`config.mk`:
```
export PLATFORM = sky130hd
export DESIGN_NAME = uart_rx_fifo
export DESIGN_NICKNAME = d
export VERILOG_FILES = /design/src/rtl/uart_pkg.sv /design/src/rtl/sync_fifo.sv /design/src/rtl/uart_rx_fifo.sv
export SDC_FILE = /design/constraint.sdc
export NUM_CORES = 1
export LEC_CHECK = 0
export ABC_CLOCK_PERIOD_IN_PS = 1600
export CAP_MARGIN = 15
export CORE_ASPECT_RATIO = 0.75
export CORE_MARGIN = 5
export CORE_UTILIZATION = 59
export CTS_CLUSTER_DIAMETER = 50
export DETAILED_ROUTE_END_ITERATION = 12
export PLACE_DENSITY = 0.77
export SETUP_SLACK_MARGIN = 0.02
export SLEW_MARGIN = 20
export SYNTH_ARGS = -nofsm -noshare
export SYNTH_HDL_FRONTEND = slang
export SYNTH_SLANG_ARGS = --single-unit
```
`constraint.sdc`:
```
create_clock -name i_clk -period 1.6 [get_ports i_clk]
set_input_delay 0.16 -clock i_clk [delete_from_list [all_inputs] [get_ports i_clk]]
set_output_delay 0.16 -clock i_clk [all_outputs]
set_load 0.1 [all_outputs]
```
`src/rtl/uart_pkg.sv`:
```
// Shared UART definitions: receiver FSM encoding, byte hand-off struct and
// the baud divisor helper also used by the TX side.
package uart_pkg;

    typedef enum logic [1:0] {
        UART_FSM_IDLE  = 2'd0,
        UART_FSM_START = 2'd1,
        UART_FSM_DATA  = 2'd2,
        UART_FSM_STOP  = 2'd3
    } uart_fsm_e;

    // One received byte handed from the bit engine to the FIFO
    typedef struct packed {
        logic       vld;
        logic [7:0] data;
    } rx_byte_t;

    // Clock cycles per bit, rounded to nearest
    function automatic int bit_cycles(input int clk_freq, input int baud);
        return (clk_freq + baud / 2) / baud;
    endfunction

endpackage

```
`src/rtl/sync_fifo.sv`:
```
// First-word-fall-through FIFO with a registered head word. Pointers wrap
// modulo DEPTH, occupancy is kept in its own counter so full/empty never alias.
module sync_fifo #(
    parameter int WIDTH = 8,
    parameter int DEPTH = 4
) (
    input  logic                     i_clk,
    input  logic                     i_rst_n,
    input  logic                     i_push,
    input  logic [WIDTH-1:0]         i_wdata,
    input  logic                     i_pop,
    output logic [WIDTH-1:0]         o_rdata,
    output logic [$clog2(DEPTH):0]   o_count,
    output logic                     o_drop
);

    localparam int AW = $clog2(DEPTH);
    localparam int CW = $clog2(DEPTH) + 1;

    logic [WIDTH-1:0] mem [DEPTH];
    logic [AW-1:0]    wr_ptr, rd_ptr, rd_nxt;
    logic [CW-1:0]    count, count_d;
    logic [WIDTH-1:0] head, head_d;
    logic             empty, full, pop_ok, push_ok;

    assign empty   = (count == '0);
    assign full    = (count == CW'(DEPTH));
    // A pop on empty is ignored; a full FIFO still accepts a push that is
    // paired with a pop, since a slot frees up on the same edge.
    assign pop_ok  = i_pop & ~empty;
    assign push_ok = i_push & (~full | pop_ok);
    assign o_drop  = i_push & full & ~i_pop;
    assign rd_nxt  = rd_ptr + AW'(1);
    assign count_d = count + CW'(push_ok) - CW'(pop_ok);

    // Next head word: the entry behind the popped one, or fresh write data
    // when that entry is being written this same cycle or the FIFO was empty.
    always_comb begin
        head_d = head;
        if (pop_ok) begin
            if (count == CW'(1)) begin
                if (push_ok) head_d = i_wdata;
            end else begin
                head_d = mem[rd_nxt];
            end
        end else if (empty && push_ok) begin
            head_d = i_wdata;
        end
    end

    // Storage array, no reset needed
    always_ff @(posedge i_clk) begin
        if (push_ok) mem[wr_ptr] <= i_wdata;
    end

    // Pointers, occupancy and registered head
    always_ff @(posedge i_clk or negedge i_rst_n) begin
        if (!i_rst_n) begin
            wr_ptr <= '0;
            rd_ptr <= '0;
            count  <= '0;
            head   <= '0;
        end else begin
            if (push_ok) wr_ptr <= wr_ptr + AW'(1);
            if (pop_ok)  rd_ptr <= rd_nxt;
            count <= count_d;
            head  <= head_d;
        end
    end

    assign o_rdata = head;
    assign o_count = count;

endmodule

```
`src/rtl/uart_rx_fifo.sv`:
```
// UART receive path: RX pin synchroniser, 8N1 mid-bit sampling FSM and a
// small byte FIFO feeding the MMIO/IRQ logic.
module uart_rx_fifo
    import uart_pkg::*;
#(
    parameter int CLK_FREQ  = 100_000_000,
    parameter int BAUD_RATE = 2_000_000,
    parameter int DEPTH     = 4
) (
    input  logic                   i_clk,
    input  logic                   i_rst_n,
    input  logic                   i_uart_rx,
    input  logic                   i_rx_pop,
    input  logic                   i_err_clr,
    output logic [7:0]             o_rx_data,
    output logic                   o_rx_pending,
    output logic [$clog2(DEPTH):0] o_rx_count,
    output logic                   o_frame_err,
    output logic                   o_overrun,
    output logic                   o_busy
);

    localparam int BIT   = bit_cycles(CLK_FREQ, BAUD_RATE);
    localparam int HALF  = BIT / 2;
    localparam int CTR_W = $clog2(BIT);

    logic             rst_meta, rst_n_int;
    logic             rx_s1, rx_s2, rx_prev, start_edge;
    uart_fsm_e        state_q, state_d;
    logic [CTR_W-1:0] ctr_q, ctr_d;
    logic [2:0]       bit_q, bit_d;
    logic [7:0]       shreg_q, shreg_d;
    rx_byte_t         push;
    logic             ferr_set, drop;

    // Reset asserts immediately, releases on a clock edge
    always_ff @(posedge i_clk or negedge i_rst_n) begin
        if (!i_rst_n) begin
            rst_meta  <= 1'b0;
            rst_n_int <= 1'b0;
        end else begin
            rst_meta  <= 1'b1;
            rst_n_int <= rst_meta;
        end
    end

    // Two-flop synchroniser plus one history flop for edge detection
    always_ff @(posedge i_clk or negedge rst_n_int) begin
        if (!rst_n_int) begin
            rx_s1   <= 1'b1;
            rx_s2   <= 1'b1;
            rx_prev <= 1'b1;
        end else begin
            rx_s1   <= i_uart_rx;
            rx_s2   <= rx_s1;
            rx_prev <= rx_s2;
        end
    end

    // A held-low line never re-triggers: a start needs a genuine 1->0 edge
    assign start_edge = rx_prev & ~rx_s2;

    // Receiver state, bit-timing counter, bit index and shift register
    always_ff @(posedge i_clk or negedge rst_n_int) begin
        if (!rst_n_int) begin
            state_q <= UART_FSM_IDLE;
            ctr_q   <= '0;
            bit_q   <= '0;
            shreg_q <= '0;
        end else begin
            state_q <= state_d;
            ctr_q   <= ctr_d;
            bit_q   <= bit_d;
            shreg_q <= shreg_d;
        end
    end

    // Frame recovery: wait half a bit to land mid-bit, then sample every BIT
    always_comb begin
        state_d   = state_q;
        ctr_d     = ctr_q;
        bit_d     = bit_q;
        shreg_d   = shreg_q;
        push      = '0;
        ferr_set  = 1'b0;
        case (state_q)
            UART_FSM_IDLE: begin
                if (start_edge) begin
                    ctr_d   = CTR_W'(HALF - 1);
                    state_d = UART_FSM_START;
                end
            end
            UART_FSM_START: begin
                if (ctr_q == '0) begin
                    if (!rx_s2) begin
                        ctr_d   = CTR_W'(BIT - 1);
                        bit_d   = '0;
                        state_d = UART_FSM_DATA;
                    end else begin
                        state_d = UART_FSM_IDLE;   // glitch, not a real start bit
                    end
                end else begin
                    ctr_d = ctr_q - CTR_W'(1);
                end
            end
            UART_FSM_DATA: begin
                if (ctr_q == '0) begin
                    shreg_d = {rx_s2, shreg_q[7:1]};
                    ctr_d   = CTR_W'(BIT - 1);
                    if (bit_q == 3'd7) state_d = UART_FSM_STOP;
                    else               bit_d   = bit_q + 3'd1;
                end else begin
                    ctr_d = ctr_q - CTR_W'(1);
                end
            end
            UART_FSM_STOP: begin
                if (ctr_q == '0) begin
                    if (rx_s2) begin
                        push.vld  = 1'b1;
                        push.data = shreg_q;
                    end else begin
                        ferr_set = 1'b1;
                    end
                    state_d = UART_FSM_IDLE;
                end else begin
                    ctr_d = ctr_q - CTR_W'(1);
                end
            end
            default: state_d = UART_FSM_IDLE;
        endcase
    end

    sync_fifo #(
        .WIDTH (8),
        .DEPTH (DEPTH)
    ) u_fifo (
        .i_clk   (i_clk),
        .i_rst_n (rst_n_int),
        .i_push  (push.vld),
        .i_wdata (push.data),
        .i_pop   (i_rx_pop),
        .o_rdata (o_rx_data),
        .o_count (o_rx_count),
        .o_drop  (drop)
    );

    // Sticky error flags; a new error beats a simultaneous clear
    always_ff @(posedge i_clk or negedge rst_n_int) begin
        if (!rst_n_int) begin
            o_frame_err <= 1'b0;
            o_overrun   <= 1'b0;
        end else begin
            if (ferr_set)       o_frame_err <= 1'b1;
            else if (i_err_clr) o_frame_err <= 1'b0;
            if (drop)           o_overrun   <= 1'b1;
            else if (i_err_clr) o_overrun   <= 1'b0;
        end
    end

    assign o_rx_pending = (o_rx_count != '0);
    assign o_busy       = (state_q != UART_FSM_IDLE);

endmodule
```
# After elaboration in Yosys (flattened, before gate mapping)

Memories as Yosys holds them, arrays and structs flattened.
Index checks and enable logic that the tools add are counted.
Widths: inputs -> output; s select.

Register bits: 41
RAM bits: 32
Bits of input ports: 5
Memories: 1

Add/sub/neg operators: 6
Equality and inequality tests: 16
Mux-type cells: 33
Bitwise logic cells: 10
Reductions and logical operators: 15

Memories:

| memory     | depth | width | read ports | clocked after Yosys merged registers in | write ports | line            | text |
|---|---|---|---|---|---|---|---|
| u_fifo.mem | 4     | 8     | 1          | 0                                       | 1           | sync_fifo.sv:20 | `logic [WIDTH-1:0] mem [DEPTH];` |

Operators with widths:

| cell                | number |
|---|---|
| $mux 8              | 4 |
| $mux 6              | 5 |
| $mux 9              | 3 |
| $pmux 6 s4          | 1 |
| $ne 2x2->1 const B  | 8 |
| $mux 2              | 6 |
| $mux 3              | 4 |
| $reduce_and 5->1    | 2 |
| $reduce_bool 2->1   | 5 |
| $mux 1              | 8 |
| $pmux 2 s4          | 1 |
| $eq 3x3->1 const B  | 2 |
| $logic_not 6->1     | 1 |
| $ne 3x3->1 const B  | 2 |
| $pmux 3 s2          | 1 |
| $sub 6x1->6 const B | 1 |
| $and 1x1->1         | 5 |
| $add 2x1->2 const B | 2 |
| $eq 2x2->1 const B  | 2 |
| $not 1->1           | 4 |
| $reduce_and 2->1    | 2 |
| $add 3x1->3         | 1 |
| $add 3x1->3 const B | 1 |
| $eq 3x1->1 const B  | 1 |
| other kinds (8)     | 8 |

# Longest topological paths before layout

Gate-level depths: netlist of the first run.

Depth in word-level cells: 8
Depth in mapped cells: 11
Depth with buffers taken out: 10

# Hierarchy

Synthesis of the first run repeated with hierarchy kept, for this count alone.

Cells, all modules: 240
Area, all modules: 3,413.3 µm²

Modules (own cells, without submodules):

| module       | instances | cells each | area an instance (µm²) |
|---|---|---|---|
| sync_fifo    | 1         | 112        | 2,025.7 |
| uart_rx_fifo | 1         | 128        | 1,387.6 |

# Least setup slack after synthesis of the first run

No wires, ideal clock.

Kind: register to register
From: reg u_fifo.count[1] (netlist: u_fifo.o_count[1])
To: reg u_fifo.count[2] (netlist: u_fifo.o_count[2])
Setup time: 129 ps
Data arrival time: 3,324 ps
Slack: -1,853 ps
Stages on the path, launching flop included: 12
Buffers on the path: 1
Clock period less this slack: 3,453 ps
Cell sequence: dfrtp_1 -> clkbuf_1 -> nor3_1 -> inv_1 -> and2_1 -> ha_1 -> inv_1 -> ha_1 -> inv_1 -> fa_1 -> xnor2_1 -> xnor2_1

Cells in the longest elaborated chain, start to end: 7
Elaborated cells on any way between the ends: 9
Those cells by class: add/sub: 2; eq/ne: 1; bitwise: 5; reduce/logical: 1

Ends and longest elaborated chain:

| item                     | line            | text |
|---|---|---|
| start: declaration       | sync_fifo.sv:22 | `logic [CW-1:0] count, count_d;` |
| start signal: assignment | sync_fifo.sv:66 | `count <= count_d;` |
| $logic_not 3->1          | sync_fifo.sv:26 | `assign empty = (count == '0);` |
| $not 1->1                | sync_fifo.sv:30 | `assign pop_ok = i_pop & ~empty;` |
| $and 1x1->1              | sync_fifo.sv:30 |  |
| $or 1x1->1               | sync_fifo.sv:31 | `assign push_ok = i_push & (~full \| pop_ok);` |
| $and 1x1->1              | sync_fifo.sv:31 |  |
| $add 3x1->3              | sync_fifo.sv:34 | `assign count_d = count + CW'(push_ok) - CW'(pop_ok);` |
| $sub 3x1->3 *            | sync_fifo.sv:34 |  |
| net u_fifo.count_d[2]    | sync_fifo.sv:22 |  |

The timed path passes the listed nets; every way through them passes the cells marked *.
A chain may end at the register's enable or synchronous reset.

# Worst setup path in the final report of the first run

From: reg u_fifo.count[2] (netlist: u_fifo.o_count[2])
To: reg u_fifo.count[2] (netlist: u_fifo.o_count[2])

The elaborated chain is that of the path after synthesis.

==> results.toml, run 1 <==
[placement]
port_buffers = 19
place.gp.congestion = 0.839
dp.cells = 393
hpwl_mm = 5.39
dp_slack_ns = -0.726

[job]
drv_cap = 0

[route]
dr_wl_met3_um = 636
drc = 0
drtPass1Iterations = 5
routed_wl_mm = 10.1
dr_wl_met2_mm = 5.01
vias = 2600
highest_layer = "met4"
viasPerCell = 6.06
ant_nets = 0
wl_per_cell_um = 23.6
drtIter0Drc = 239
wl_met1_mm = 4.20

[floorplan]
start_util_pct = 61.9
fp-row-count = 23
die_w_um = 97.5
fp.dieH_um = 75.6
die-area_um2 = 7370
fp.coreArea_um2 = 5470
io-pin-count = 20

[final_layout]
drive_gt1_share_pct = 50.8
n_antenna_cell = 0
final_cells = 429
layout.nets = 369
syn_to_final_growth_pct = 45.8

[sta]
min_period_ns = 2.30
finalClockSkew_ns = 0.0117
slew_viol_final = 0
setup_violations = 100
relSlewSlack_pct = 58.6
hold_ws_ns = 0.222
fin_ws_ns = -0.703
hold_violations = 0
finalCritPeriodShare_pct = 144
rsz0062_at_grt = "true"
fmax_mhz = 434
tightest_slew_ns = 0.616

[yosys]
syn_area_per_cell_um2 = 13.2
async_reset_ff_share_pct = 56.2
synth_top_family_by_area = "multiplexers"
synthSimpleGateAreaFrac_pct = 9.76
synth_flop_cell = "dfrtp_1"
yosys_register_bits = 73
synth-seq-area-share_pct = 58.8
syn-num-nets = 276
synth_edf_count = 32
yosys.area_share.adder_pct = 5.76
synth_warnings = 0
synthDistinctLibCells = 50
synthMuxAreaShare_pct = 11.0
syn_inst = 256
synth-xor-area-share_pct = 1.29
syn-cell-area_um2 = 3390
synth_compound_area_share_pct = 9.68

[power]
internal_power_mw = 5.87
clockPowerShare_pct = 14.5
pwr-share-comb_pct = 60.5
p_leak_nw = 2.15
p_per_area_nw_per_um2 = 2070
swShare_pct = 42.4
power.switching_mw = 4.33
pwr-share-seq_pct = 25.0
vdd_drop_max_mv = 1.88

[critical_path]
arrival_ns = 2.57
startpoint = "u_fifo.o_count[2]$_DFF_PN0_"
cp_slowest_cell = "dfrtp_4"
cp_top_family = "adder cells"
r2r_setup_slack_ns = -0.70
timing.rr.end = "u_fifo.o_count[2]$_DFF_PN0_"
crit_fanout = 2
regToRegStartpoint = "u_fifo.o_count[2]$_DFF_PN0_"
crit_type = "reg2reg"
cp-end-kind = "flop"
cpPeakStageDelay_ns = 0.51
required_ns = 1.86
cp-start-kind = "flop"
reg2reg_depth = 10
crit_buf_inv = 3
crit_chain = "nor3_4, bufinv_8, and2_4, ha_4, inv_2, ha_4, inv_2, fa_2, xnor2_2, xnor2_1"

[clock_tree]
clock_latency_ns = 0.35
cts_tree = "built"
clk_pin_slew_ns = 0.08
cts_buffers = 9
cts-root-buf = "clkbuf_8"
cts.path.max_buffers = 2
cts.sinks = 73
ctsHtreeMaxLevel = 3

[grt]
grt_util_all_layers_pct = 22.4
grt_max_degree = 30
gr-total-overflow = 0
grt_pass1_vias = 2453
grt_pass1_wl_mm = 12.4
antenna_found_initial = 0

[outcome]
outcome = "complete, but fails checks"
violations = "setup timing"

[worst_hold_path]
min_path_type = "reg2async"
## cells in the final DEF, fill, tap and decap left out, drive strengths merged, types with 2 or more instances in the layout
cell / instances
buf: 85
dfrtp: 38
edfxtp: 32
mux2i: 20
inv: 19
mux2: 15
ha: 14
and2: 13
clkbuf: 13
nor2: 12
a21oi: 8
o21ai: 7
nand2: 7
o32ai: 6
nor2b: 4
clkdlybuf4s50: 4
nor3: 4
xnor2: 4
a221o: 3
o2bb2ai: 3
a22o: 3
dfstp: 3
o31ai: 3
nand2b: 2
nor4: 2
a21o: 2
clkinv: 2
nor4b: 2
bufinv: 2
or2: 2
a31oi: 2
o21bai: 2
## area by class of cell
type | instances | area, µm²
clock inverters | 3 | 40.0
clock buffers | 13 | 159
flip-flops and latches | 73 | 2000
fillers | 186 | 533
multi-input cells | 154 | 1560
inverters | 21 | 101
repair buffers | 90 | 980
well taps | 75 | 93.8
## worst max-delay path by stage
stage,endpoint,slack (ns),cells after the start
2_1_floorplan,u_fifo.o_count[2]$_DFF_PN0_,-0.97,11
3_3_place_gp,u_fifo.o_count[2]$_DFF_PN0_,-0.66,9
3_5_place_dp,u_fifo.o_count[2]$_DFF_PN0_,-0.73,9
4_1_cts,u_fifo.o_count[2]$_DFF_PN0_,-0.61,10
5_1_grt,u_fifo.o_count[2]$_DFF_PN0_,-0.73,10
6_report,u_fifo.o_count[2]$_DFF_PN0_,-0.70,10
## registers in the layout (all words and copies together), names as in the netlist, named ones only
register	count
bit_q	3
ctr_q	6
o_frame_err	1
o_overrun	1
rst_meta	1
rst_n_int	1
rx_prev	1
rx_s1	1
rx_s2	1
shreg_q	8
state_q	1
u_fifo.mem	32
u_fifo.o_count	3
u_fifo.o_rdata	8
u_fifo.rd_ptr	2
u_fifo.wr_ptr	2
## power by group through the flow
stage / Sequential [mW] / Combinational (mW) / Clock (mW)
5_1_grt: 2.57 / 6.41 / 1.59
3_3_place_gp: 2.52 / 4.78 / 0
4_1_cts: 2.52 / 5.19 / 1.45
3_5_place_dp: 2.54 / 4.91 / 0
6_report: 2.55 / 6.17 / 1.48
2_1_floorplan: 3.23 / 2.40 / 0
## through the flow
stage	util, %	instance area [µm²]	setup TNS [ns]	total power, mW
after detailed placement	79.1	4330	-42.54	7.45
final	90.3	4930	-41.28	10.2
after global routing	90.3	4930	-46.60	10.6
after global placement	79.1	4330	-38.01	7.30
after CTS	84.7	4630	-32.93	9.16
after floorplan	-	3580	-33.85	5.63
## per-layer routing
layer / vias up / global-route usage, %
met5: - / 0
met4: 0 / 7.68
met3: 31 / 5.58
met2: 135 / 37.1
met1: 1327 / 29.8
li1: 1107 / -
## repair_timing
item,in CTS,in global routing
cloned,0,1
endpoints found under the setup margin,100,102
pin swaps,8,12
hold endpoints to repair,2,0
buffers inserted,6,15
gates resized for setup,20,45
hold buffers,1,0
## cell families after synthesis
logic type      after synthesis
compound gates               43
xor+xnor                      5
fa+ha+maj                    15
buf+inv                      29
flops                        73
mux                          35
other cells                   1
simple gates                 55
## Yosys cell counts, types with 2 or more instances
cell type,n,area (µm²)
a21o_1,2,15.0
a21oi_1,8,40.0
a221o_1,3,30.0
a22o_1,3,26.3
a31oi_1,2,12.5
and2_1,13,81.3
clkbuf_1,5,18.8
dfrtp_1,38,951
dfstp_2,3,78.8
edfxtp_1,32,961
ha_1,14,175
inv_1,21,78.8
mux2_2,14,158
mux2i_1,20,200
nand2_1,7,26.3
nand2b_1,2,12.5
nor2_1,11,41.3
nor2b_1,4,25.0
nor3_1,2,10.0
nor3_2,2,20.0
nor4_1,2,12.5
nor4b_1,2,17.5
o21ai_0,7,35.0
o21bai_1,2,15.0
o2bb2ai_1,3,26.3
o31ai_1,3,22.5
o32ai_1,5,43.8
xnor2_1,4,35.0
Note: power is estimated with default switching activity, not from simulation.
==> run 2, diff against run 1 <==
--- a/config.mk
+++ b/config.mk
@@ -20 +20,2 @@
 export SYNTH_SLANG_ARGS = --single-unit
+export TNS_END_PERCENT = 20
==> constraint.sdc (replaced) <==
create_clock -name i_clk -period 1.6 [get_ports i_clk]
set_input_delay 0.32 -clock i_clk [delete_from_list [all_inputs] [get_ports i_clk]]
set_output_delay 0.32 -clock i_clk [all_outputs]
set_load 0.1 [all_outputs]
==> run 2 against run 1 <==
Critical path depth down 1. Wire length down 20%. Global-route usage up 0.93 points. Worst hold slack worse by 0.086 ns. Largest power group unchanged. The run still ends with setup timing left. Clock-buffer cell count down 1.
==> results.toml, run 2 (synthesis gave the netlist of run 1 again) <==
[route]
routed_wl_mm = 8.10
ant_nets = 0
viasPerCell = 5.71
wl_per_cell_um = 19.6
vias = 2359
drtPass1Iterations = 4
drc = 0
drtIter0Drc = 222

[power]
vdd_drop_max_mv = 0.768
p_leak_nw = 1.99
p_total_mw = 8.93
p_per_area_nw_per_um2 = 1960

[job]
drv_cap = 0

[worst_hold_path]
min_path_type = "in2async"

[sta]
slew_viol_final = 0
fmax_mhz = 436
setup_violations = 100
fin_ws_ns = -0.692
rsz0062_at_grt = "true"
finalClockSkew_ns = 0.00504
hold_violations = 0
finalCritPeriodShare_pct = 143
hold_ws_ns = 0.136
min_period_ns = 2.29

[final_layout]
drive_gt1_share_pct = 42.3
multi_input_area_um2 = 1390
layout.nets = 353
largest_register_ffs = 32
fillers = 272
top_register = "u_fifo.mem"
utilization_pct = 83.3
layout_commonest_cell = "buf_4"
final_cell_mix = "48 x buf_4, 35 x dfrtp_1, 32 x edfxtp_1, 19 x mux2i_1"
n_antenna_cell = 0
register_area_um2 = 2000
syn_to_final_growth_pct = 34.5

[grt]
grt_pass1_vias = 2459
antenna_found_initial = 0
grt_pass1_wl_mm = 12.8
gr-total-overflow = 0
grt_max_degree = 28
grtUsageMet1_pct = 29.2
grt_util_all_layers_pct = 23.3
met2_usage_pct = 40.2
top_usage_layer = "met2"
grt_use_met3_pct = 7.50

[placement]
port_buffers = 19
hpwl_mm = 5.51
place.gp.congestion = 0.840

[clock_tree]
cts_hold_buf = 0
ctsHtreeMaxLevel = 3
cts.path.max_buffers = 2
clk_pin_slew_ns = 0.07
cts.sinks = 73
cts-root-buf = "clkbuf_8"
cts_tree = "built"
clock_latency_ns = 0.34
cts_buffers = 9

[critical_path]
timing.rr.end = "u_fifo.o_count[2]$_DFF_PN0_"
arrival_ns = 2.52
cp-end-kind = "flop"
crit_type = "reg2reg"
reg2reg_depth = 9
r2r_setup_slack_ns = -0.69
crit_fanout = 4
regToRegStartpoint = "ctr_q[1]$_DFFE_PN0P_"
cp-start-kind = "flop"
required_ns = 1.83

[outcome]
outcome = "complete, but fails checks"
violations = "setup timing"

[floorplan]
start_util_pct = 61.9
fp.dieH_um = 75.6
die_w_um = 97.5
fp-row-count = 23
io-pin-count = 20
fp.coreArea_um2 = 5470
die-area_um2 = 7370
-- run 2: changes by cell type in the layout (fill, tap and decap cells not counted), sizes merged --
| cell | change |
|---|---|
| clkinvlp | +1 |
| clkbuf | -1 |
| inv | +1 |
| bufinv | -1 |
| buf | -15 |
| dlygate4sd3 | -1 |
-- run 2: through the flow --
stage               setup TNS [ns]  cell area [µm²]  setup slack (ns)  cells
floorplan                   -34.12             3480            -0.971    256
global placement            -41.19             4270            -0.649    393
CTS                         -37.77             4520            -0.615    411
detailed placement          -46.56             4270            -0.733    393
finish                      -45.59             4550            -0.692    413
global route                -48.89             4550            -0.755    413
-- run 2: critical path: stages, from the launching register on --
cell and delay (ns):
dfrtp_1 0.39, inv_1 0.09, ha_2 0.20, or4b_4 0.49, nor3_4 0.19, ha_4 0.16, inv_2 0.04, fa_2 0.35
xnor2_2 0.15, xnor2_1 0.12
-- run 2: how the worst max path moves through the flow --
stage	to	cells past startpoint	from
2_1_floorplan	u_fifo.o_count[2]$_DFF_PN0_	11	u_fifo.o_count[1]$_DFF_PN0_
3_3_place_gp	u_fifo.o_count[2]$_DFF_PN0_	9	ctr_q[0]$_DFFE_PN0P_
3_5_place_dp	u_fifo.o_count[2]$_DFF_PN0_	9	ctr_q[0]$_DFFE_PN0P_
4_1_cts	u_fifo.o_count[2]$_DFF_PN0_	9	ctr_q[1]$_DFFE_PN0P_
5_1_grt	u_fifo.o_count[2]$_DFF_PN0_	9	ctr_q[1]$_DFFE_PN0P_
6_report	u_fifo.o_count[2]$_DFF_PN0_	9	ctr_q[1]$_DFFE_PN0P_
-- run 2: power breakdown --
group | switching (mW) | internal (mW)
registers | 0.254 | 2.25
clock network | 0.667 | 0.695
logic | 2.77 | 2.30
-- run 2: per-layer routing --
metal	wire, µm	up-vias	share of wire [%]
li1	-	1081	-
met1	3260	1173	40
met2	4080	93	50
met3	673	12	8.3
met4	88	0	1.1
met5	0	-	0
-- run 2: timing repair --
action                     CTS  global route
setup endpoints to repair  100           100
buffers inserted             3             3
resized for setup           19             9
hold endpoints to repair     0             0
pin swaps                   11             4
gates cloned                 0             0
-- run 2: cell type report --
type                    instances  area share, %
repair buffers                 74           17.3
clock inverters                 4          0.549
well taps                      75           2.06
flip-flops and latches         73           43.9
clock buffers                  12           3.65
multi-input cells             154           30.5
inverters                      21           2.03
==> run 3, diff against run 2 <==
- CTS_CLUSTER_SIZE: default -> 8
==> results of run 3 <==
Same layout as run 2: the final DEF is identical, and so are final timing and power.
==> patch, RTL diff (config.mk and constraints of run 3) <==
Make the reset (`i_rst_n` and `rst_n_int`) synchronous in 5 clocked blocks.
--- a/src/rtl/sync_fifo.sv
+++ b/src/rtl/sync_fifo.sv
@@ -55,5 +55,5 @@
 
     // Pointers, occupancy and registered head
-    always_ff @(posedge i_clk or negedge i_rst_n) begin
+    always_ff @(posedge i_clk) begin
         if (!i_rst_n) begin
             wr_ptr <= '0;
--- a/src/rtl/uart_rx_fifo.sv
+++ b/src/rtl/uart_rx_fifo.sv
@@ -35,5 +35,5 @@
 
     // Reset asserts immediately, releases on a clock edge
-    always_ff @(posedge i_clk or negedge i_rst_n) begin
+    always_ff @(posedge i_clk) begin
         if (!i_rst_n) begin
             rst_meta  <= 1'b0;
@@ -46,5 +46,5 @@
 
     // Two-flop synchroniser plus one history flop for edge detection
-    always_ff @(posedge i_clk or negedge rst_n_int) begin
+    always_ff @(posedge i_clk) begin
         if (!rst_n_int) begin
             rx_s1   <= 1'b1;
@@ -62,5 +62,5 @@
 
     // Receiver state, bit-timing counter, bit index and shift register
-    always_ff @(posedge i_clk or negedge rst_n_int) begin
+    always_ff @(posedge i_clk) begin
         if (!rst_n_int) begin
             state_q <= UART_FSM_IDLE;
@@ -146,5 +146,5 @@
 
     // Sticky error flags; a new error beats a simultaneous clear
-    always_ff @(posedge i_clk or negedge rst_n_int) begin
+    always_ff @(posedge i_clk) begin
         if (!rst_n_int) begin
             o_frame_err <= 1'b0;
Check against the original RTL: differs if i_rst_n is asserted again (counterexample within 10 cycles, from zero or initial values and one cycle with i_rst_n low); with i_rst_n held inactive, the same outputs for 10 cycles.
==> patch against run 3 <==
The run still ends with negative setup slack left. Sequential share of layout area fell by 5.4 points. Sequential cell count did not move. Worst setup slack improved by 0.25 ns. Design area rose by 2.8%. Routed wire length rose by 17%. Final cell count rose by 5.8%. Hold slack improved by 0.29 ns. Area after synthesis fell by 1.3%.
Power is not compared: it rests on default switching activity, and its combinational part moved more than twofold at a synthesized area within 25%.
==> patch: results (changes against run 3) <==
* Mapped Nets at 304 (was 276)
* Dpl hpwl at 5700 um (was 5510 um)
* Crit path DAT at 2.30 ns (was 2.52 ns)
* Final WS setup at -0.446 ns (was -0.692 ns)
* Skew final at 0.0115 ns (was 0.00504 ns)
* Worst r2r src: ctr_q[0] (was ctr_q[1])
* Sequential area share after synthesis at 53.3% (was 58.8%)
* Number of DRC markers in iteration 0 at 352 (was 222)
* Detailed Routing Iterations Pass 1 at 5 (was 4)
* DR WL met3 at 692 um (was 673 um)
* Worst skew pair latency at 0.36 ns (was 0.34 ns)
* Crit-path max cell delay at 0.34 ns (was 0.49 ns)
* Final setup viols at 90 (was 100)
* M3 GR Usage at 8.15% (was 7.50%)
* Status: complete, but fails checks (unchanged)
* # nets final at 377 (was 353)
* WL met1 at 3860 um (was 3260 um)
* Distinct cells, synth at 54 (was 50)
* Met1 Resource Use GR at 31.1% (was 29.2%)
* Synth Area in Compound Gates at 14.9% (was 9.68%)
* Vias at 2703 (was 2359)
* Synth Area in XOR/XNOR at 1.31% (was 1.29%)
* Failing checks: negative setup slack (unchanged)
* Largest net degree at the start of global routing at 16 (was 28)
* Global-route wire length before repair at 13900 um (was 12800 um)
* DP Cell Count at 417 (was 393)
* Met2 WL post-DR at 4590 um (was 4080 um)
* Critical Path Fanout Max at 2 (was 4)
* Avg Inst Size Synth at 11.8 um^2 (was 13.2 um^2)
* Main synth FF type: dfxtp_1 (was dfrtp_1)
* RR Endpoint: u_fifo.o_count[2] (unchanged)
* Area contributors post-synth: edfxtp_1 29%, dfxtp_1 25%, mux4_2 5.4% (was edfxtp_1 28%, dfrtp_1 28%, mux2i_1 5.9%)
* Worst-case reg-to-reg path depth at 10 (was 9)
* Gpl congestion at 0.888 (was 0.840)
* WL final at 9440 um (was 8100 um)
* Asr flop ratio synth at 0% (was 56.2%)
* Met2 GRT Util at 40.7% (was 40.2%)
* Most frequent cells after synthesis: 41 x dfxtp_1, 32 x edfxtp_1, 24 x a21oi_1, 20 x nand2_1, 15 x and2_1 (was 38 x dfrtp_1, 32 x edfxtp_1, 21 x inv_1, 20 x mux2i_1)
* GRT Total Usage at 24.9% (was 23.3%)
* DP Area at 4220 um^2 (was 4270 um^2)
* Worst min path class: in2reg (was in2async)
* CP max stage cell: dfxtp_2 (was or4b_4)
[patch: metrics by stage]
| step | hold WS, ns | util (%) |
|---|---|---|
| 2_1_floorplan | 0.348 | - |
| 3_3_place_gp | 0.395 | 78.0 |
| 3_5_place_dp | 0.418 | 78.0 |
| 4_1_cts | 0.424 | 84.8 |
| 5_1_grt | 0.428 | 86.5 |
| 6_report | 0.430 | 86.5 |
[patch: area by class of cell]
type / instances / area [um^2]
Tap cell: 75 / 93.8
Timing Repair Buffer: 75 / 833
Clock inverter: 7 / 126
Clock buffer: 9 / 124
Multi-Input combinational cell: 186 / 1660
Inverter: 12 / 45.0
Sequential cell: 73 / 1800
Fill cell: 254 / 728
[patch: timing repair]
action,CTS,global route
setup buffers,4,3
setup endpoints to repair,98,100
pin swaps,14,13
resized for setup,26,27
[patch: where the power goes]
part	internal, mW	switching [mW]	total [mW]
Combinational	0.0420	0.0619	0.104
Sequential	1.92	0.00256	1.93
Clock	1.05	0.758	1.81
Total	3.02	0.823	3.84
